--- src/rtl/bcd_cascade_display.sv ---
// -----------------------------------------------------------------------------
// bcd_cascade_display
//
// Purpose:
//   Takes the units digit of an external decade counter and watches for its
//   9->0 wrap. Each wrap is cascaded into tens and hundreds BCD digits, which
//   gives a 000-999 count. That count drives a time-multiplexed 3-digit
//   seven-segment display. The display supports leading-zero blanking and a
//   freeze (hold). Sticky flags report count overflow and invalid units input.
//
// Parameters:
//   SCAN_DIV      - clk cycles each digit stays enabled (1..65535)
//   BLANK_LEADING - 1: blank leading zero digits (hundreds, then tens)
//
// Ports:
//   clk      in   system clock, rising edge
//   reset    in   synchronous reset, active low, overrides all other inputs
//   units    in   [3:0] BCD units digit from the decade counter
//   clear    in   synchronous clear of tens/hundreds/overflow/err
//   hold     in   1 = freeze the display latch (counting continues)
//   tens     out  [3:0] registered tens digit
//   hundreds out  [3:0] registered hundreds digit
//   overflow out  sticky, set on a 999->000 wrap
//   err      out  sticky, set when units > 9 is sampled
//   seg      out  [6:0] segments {g,f,e,d,c,b,a}, active high
//   an       out  [2:0] one-hot digit enable (bit0 units, bit1 tens, bit2 hundreds)
// -----------------------------------------------------------------------------
module bcd_cascade_display #(
    parameter int unsigned SCAN_DIV      = 4,
    parameter bit          BLANK_LEADING = 1'b1
) (
    input  logic       clk,
    input  logic       reset,
    input  logic [3:0] units,
    input  logic       clear,
    input  logic       hold,
    output logic [3:0] tens,
    output logic [3:0] hundreds,
    output logic       overflow,
    output logic       err,
    output logic [6:0] seg,
    output logic [2:0] an
);

    localparam logic [15:0] DIV_LAST = 16'(SCAN_DIV - 1);
    localparam logic [6:0]  SEG_ZERO = 7'b0111111;

    function automatic logic [6:0] seg7(input logic [3:0] d);
        logic [6:0] p;
        case (d)
            4'd0:    p = 7'b0111111;
            4'd1:    p = 7'b0000110;
            4'd2:    p = 7'b1011011;
            4'd3:    p = 7'b1001111;
            4'd4:    p = 7'b1100110;
            4'd5:    p = 7'b1101101;
            4'd6:    p = 7'b1111101;
            4'd7:    p = 7'b0000111;
            4'd8:    p = 7'b1111111;
            4'd9:    p = 7'b1101111;
            default: p = 7'b1000000;   // out-of-range digit shows "-"
        endcase
        return p;
    endfunction

    // Counting state
    logic [3:0]  u_s_q, u_s_d;
    logic [3:0]  tens_q, tens_d;
    logic [3:0]  hund_q, hund_d;
    logic        ovf_q, ovf_d;
    logic        err_q, err_d;

    // Display state. disp_*[0] = units, [1] = tens, [2] = hundreds.
    logic [3:0]  disp_q [3];
    logic [3:0]  disp_d [3];
    logic [15:0] div_q, div_d;
    logic [1:0]  idx_q, idx_d;
    logic [2:0]  an_q, an_d;
    logic [6:0]  seg_q, seg_d;

    logic        units_ok;
    logic        carry;

    assign units_ok = (units <= 4'd9);
    // The wrap is seen when the previous sample was 9 and the current one is 0.
    // Because the current input is compared, tens moves on the same edge that
    // u_s loads the 0.
    assign carry    = (u_s_q == 4'd9) && (units == 4'd0);

    always_comb begin
        u_s_d  = units_ok ? units : u_s_q;
        tens_d = tens_q;
        hund_d = hund_q;
        ovf_d  = ovf_q;
        err_d  = err_q | ~units_ok;

        if (carry) begin
            if (tens_q == 4'd9) begin
                tens_d = 4'd0;
                if (hund_q == 4'd9) begin
                    hund_d = 4'd0;
                    ovf_d  = 1'b1;
                end else begin
                    hund_d = hund_q + 4'd1;
                end
            end else begin
                tens_d = tens_q + 4'd1;
            end
        end

        // clear wins over a simultaneous carry or error
        if (clear) begin
            tens_d = 4'd0;
            hund_d = 4'd0;
            ovf_d  = 1'b0;
            err_d  = 1'b0;
        end
    end

    // The latch samples the registered counters. This gives the
    // display a one-cycle lag behind the counters.
    always_comb begin
        if (hold) begin
            disp_d[0] = disp_q[0];
            disp_d[1] = disp_q[1];
            disp_d[2] = disp_q[2];
        end else begin
            disp_d[0] = u_s_q;
            disp_d[1] = tens_q;
            disp_d[2] = hund_q;
        end
    end

    // Per-digit pattern and blank decision, computed from the next latch
    // contents so that seg agrees with the latch value of the same cycle.
    logic [6:0] dig_seg [3];
    logic [2:0] dig_blank;

    generate
        for (genvar gi = 0; gi < 3; gi++) begin : g_digit
            assign dig_seg[gi] = seg7(disp_d[gi]);
        end
        if (BLANK_LEADING) begin : g_blank
            assign dig_blank[0] = 1'b0;
            assign dig_blank[1] = (disp_d[2] == 4'd0) && (disp_d[1] == 4'd0);
            assign dig_blank[2] = (disp_d[2] == 4'd0);
        end else begin : g_noblank
            assign dig_blank = 3'b000;
        end
    endgenerate

    always_comb begin
        div_d = div_q;
        idx_d = idx_q;
        if (div_q >= DIV_LAST) begin
            div_d = 16'd0;
            idx_d = (idx_q == 2'd2) ? 2'd0 : idx_q + 2'd1;
        end else begin
            div_d = div_q + 16'd1;
        end

        an_d  = 3'b001;
        seg_d = dig_blank[0] ? 7'b0000000 : dig_seg[0];
        case (idx_d)
            2'd1: begin
                an_d  = 3'b010;
                seg_d = dig_blank[1] ? 7'b0000000 : dig_seg[1];
            end
            2'd2: begin
                an_d  = 3'b100;
                seg_d = dig_blank[2] ? 7'b0000000 : dig_seg[2];
            end
            default: ;
        endcase
    end

    always_ff @(posedge clk) begin
        if (!reset) begin
            u_s_q     <= 4'd0;
            tens_q    <= 4'd0;
            hund_q    <= 4'd0;
            ovf_q     <= 1'b0;
            err_q     <= 1'b0;
            disp_q[0] <= 4'd0;
            disp_q[1] <= 4'd0;
            disp_q[2] <= 4'd0;
            div_q     <= 16'd0;
            idx_q     <= 2'd0;
            an_q      <= 3'b001;
            seg_q     <= SEG_ZERO;
        end else begin
            u_s_q     <= u_s_d;
            tens_q    <= tens_d;
            hund_q    <= hund_d;
            ovf_q     <= ovf_d;
            err_q     <= err_d;
            disp_q[0] <= disp_d[0];
            disp_q[1] <= disp_d[1];
            disp_q[2] <= disp_d[2];
            div_q     <= div_d;
            idx_q     <= idx_d;
            an_q      <= an_d;
            seg_q     <= seg_d;
        end
    end

    assign tens     = tens_q;
    assign hundreds = hund_q;
    assign overflow = ovf_q;
    assign err      = err_q;
    assign seg      = seg_q;
    assign an       = an_q;

endmodule

--- config.mk ---
export PLATFORM = sky130hd
export DESIGN_NAME = bcd_cascade_display
export DESIGN_NICKNAME = d
export VERILOG_FILES = /design/src/rtl/bcd_cascade_display.sv
export SDC_FILE = /design/constraint.sdc
export NUM_CORES = 1
export LEC_CHECK = 0
export BUFFER_PORTS_ARGS = -buffer_cell sky130_fd_sc_hd__buf_4
export CAP_MARGIN = 20
export CORE_ASPECT_RATIO = 2
export CORE_MARGIN = 4
export CORE_UTILIZATION = 63
export CTS_CLUSTER_SIZE = 25
export DETAILED_ROUTE_END_ITERATION = 7
export PLACE_DENSITY = 0.9
export SLEW_MARGIN = 20
export SYNTH_ARGS = -nofsm -noshare
export SYNTH_HDL_FRONTEND = slang
export SYNTH_SLANG_ARGS = --single-unit
--- constraint.sdc ---
create_clock -name clk -period 6 [get_ports clk]
set_input_delay 0.9 -clock clk [delete_from_list [all_inputs] [get_ports clk]]
set_output_delay 0.9 -clock clk [all_outputs]
set_load 0.02 [all_outputs]
==> results.toml <==
[floorplan]
die_h_um = 99.9
fp-row-count = 33
coreArea_um2 = 4090
io_pins = 28
die_w_um = 54.0
dieArea_um2 = 5390
start_util_pct = 65.1

[synthesis]
synth.distinct_cells = 51
muxShareOfSynthArea_pct = 10.3
synth_most_common_cell = "dfxtp_1"
synth_top_cell_by_area = "dfxtp_1"
netlist_top_cells_area = "dfxtp_1 41%, ha_1 8.5%, mux2i_1 6.8%"
ys_seq_area_share_pct = 40.6
syn-cell-area_um2 = 2660
synth_top_family_by_area = "simple AND/OR/NAND/NOR gates"
yosys-top-cells-count = "54 x dfxtp_1, 23 x nand2_1, 20 x nor2_1"
synth_edf_count = 0
yosys.area_share.simple_pct = 20.3
synthAdderAreaFrac_pct = 8.46
yosys.area_share.xor_xnor_pct = 1.64
synth-async-reset-ratio_pct = 0
ys_warn_count = 0
synthDominantCellAreaShare_pct = 40.6
synth_seq_cells = 54
syn_inst = 283
synth_area_per_cell_um2 = 9.41
synth_top_flop_cell = "dfxtp_1"
synth_compound_area_share_pct = 14.4

[global_routing]
grt_util_all_layers_pct = 23.2
grt_max_degree = 30
antenna_found_initial = 0
grt_pass1_wl_um = 9250
grt_pass1_vias = 2029
overflow = 0

[sta]
period_share_pct = 46.6
timing.fmax_mhz = 358
report.final.slew_viol_count = 0
fin_skew_ns = 0.0124
setup_violations = 0
final-hold-violation-count = 0
rsz0062_at_grt = "no"
tightest_slew_ns = 0.658
holdWs_ns = 0.444
tns_ns = 0
layout_min_cycle_time_ns = 2.80
slew_headroom_pct = 55.0

[worst_hold_path]
min_path_cells = 1
hp-class = "register to register"

[routing]
dr_total_vias = 2129
drc_errors = 0
vias_per_cell = 5.68
postRouteAntennaNets = 0
dr.pass1.iters = 4
totalWireLength_um = 5680
drt-initial-drc-count = 48
wl_per_cell_um = 15.1

[clock_tree]
clk_path_buf_depth = 2
cts_tree = "done"
clkLatencyLatePin_ns = 0.31
cts_sinks = 54
cts.htree.levels = 2
post_cts_resized = 0
post-cts-setup-buffers = 0
hold_buffers = 0
clkTransAtPathRegs_ns = 0.09
cts_buffers = 5
clock-root-buffer = "clkbuf_8"

[final_layout]
register_area_um2 = 1080
nFillCells = 311
syn2layout_area_growth_pct = 13.7
multi_input_area_um2 = 1520
num-nets-final = 348
final_layout_size_suffix_gt1_share_pct = 15.5
n_antenna_cell = 0
final_cell_count_no_fill = 375

[power_and_ir_drop]
intPower_w = 0.000513
net-switching-power_w = 0.000181
power_frac_seq_pct = 55.4
p_clk_share_pct = 30.4
p_leak_nw = 1.37
p_per_area_nw_per_um2 = 229
vdd_drop_max_mv = 0.193
switching_share_pct = 26.1
power_frac_comb_pct = 14.2

[setup_path]
path_max_fanout = 27
worstPathArrival_ns = 2.98
rr_worst_depth = 10
critPathLaunchType = "input port"
critical_path_class = "input port to register"
crit_required_ns = 6.18
end_kind = "register"

[placed_design]
dp_hpwl_um = 4210
place_inst = 367
gp_congestion = 0.875
port_buffers = 27

[status]
outcome = "complete, no violations"

[job]
drv_cap = 0
routing by layer:
metal  track usage [%]  part of all wire (%)  vias to the layer above
met5                 0                     0                        -
met4              11.9                   3.4                        0
met3              3.57                   4.2                       14
met2              43.6                    58                       57
met1              22.6                    35                     1007
li1                  -                     -                     1051
power groups by stage:
stage | registers [W] | clock network (W) | logic [W]
2_1_floorplan | 0.000403 | 0 | 0.0000539
3_3_place_gp | 0.000393 | 0 | 0.0000939
3_5_place_dp | 0.000393 | 0 | 0.0000966
4_1_cts | 0.000385 | 0.000214 | 0.0000977
5_1_grt | 0.000387 | 0.000228 | 0.000108
6_report | 0.000385 | 0.000211 | 0.0000984
critical path, stage by stage:
cell	delay (ns)
buf_4	0.30
mux2i_1	0.55
ha_1	0.30
nand2_1	0.14
nor4_4	0.36
a2111oi_0	0.17
a21oi_1	0.16
o211ai_1	0.09
cell type report:
type,count,area share (%)
Multi-Input combinational cell,217,50.2
Clock inverter,1,0.289
Clock buffer,7,2.85
Tap cell,52,2.15
Timing Repair Buffer,27,6.69
Inverter,17,2.11
Sequential cell,54,35.7
cell usage in the layout (no fill, tap or decap), types with 2 or more instances in the layout:
cell type   n
dfxtp_1    54
buf_4      27
nand2_1    23
nor2_1     20
mux2i_1    18
ha_1       18
inv_1      17
a21oi_1    17
nor2b_1    16
conb_1     14
o21ai_0    13
nand2b_1    7
nand3_1     6
mux2_2      6
clkbuf_8    6
o211ai_1    5
nor4_1      4
and2_1      4
nor3b_1     3
a211oi_1    3
a31oi_1     3
xnor2_1     3
nor3_1      2
nand4_1     2
and3_1      2
xor2_1      2
mux2i_2     2
o32ai_1     2
kinds of logic after synthesis:
kind of cell,Yosys count
AO/OA/AOI/OAI,56
XOR/XNOR,5
adder cells (fa/ha/maj),18
buffers and inverters,25
flip-flops,54
multiplexers,26
other,1
AND/OR/NAND/NOR,98
state kept, by name, indices dropped and copies added, names as in the netlist:
register and cells:
div_q 16, disp_q 12, seg 7, hundreds 4, tens 4, u_s_q 4
an 3, idx_q 2, err 1, overflow 1
path summary, 6_finish.rpt:
path	end	slack, ns	from
setup / recovery	seg[2]	3.20	hold
hold / removal	div_q[0]	0.44	div_q[0]
setup reg to reg	seg[2]	3.21	div_q[0]
hold reg to reg	div_q[0]	0.44	div_q[0]
stage by stage:
stage | cell area [um^2] | worst slack [ns] | power [W] | util (%)
2_1_floorplan | 2710 | 3.11 | 0.000457 | -
3_3_place_gp | 2930 | 3.06 | 0.000487 | 71.7
3_5_place_dp | 2930 | 2.98 | 0.000490 | 71.7
4_1_cts | 3030 | 3.27 | 0.000697 | 74.1
5_1_grt | 3030 | 2.97 | 0.000722 | 74.1
6_report | 3030 | 3.20 | 0.000695 | 74.1
No activity file was read; power rests on OpenSTA's default activity.
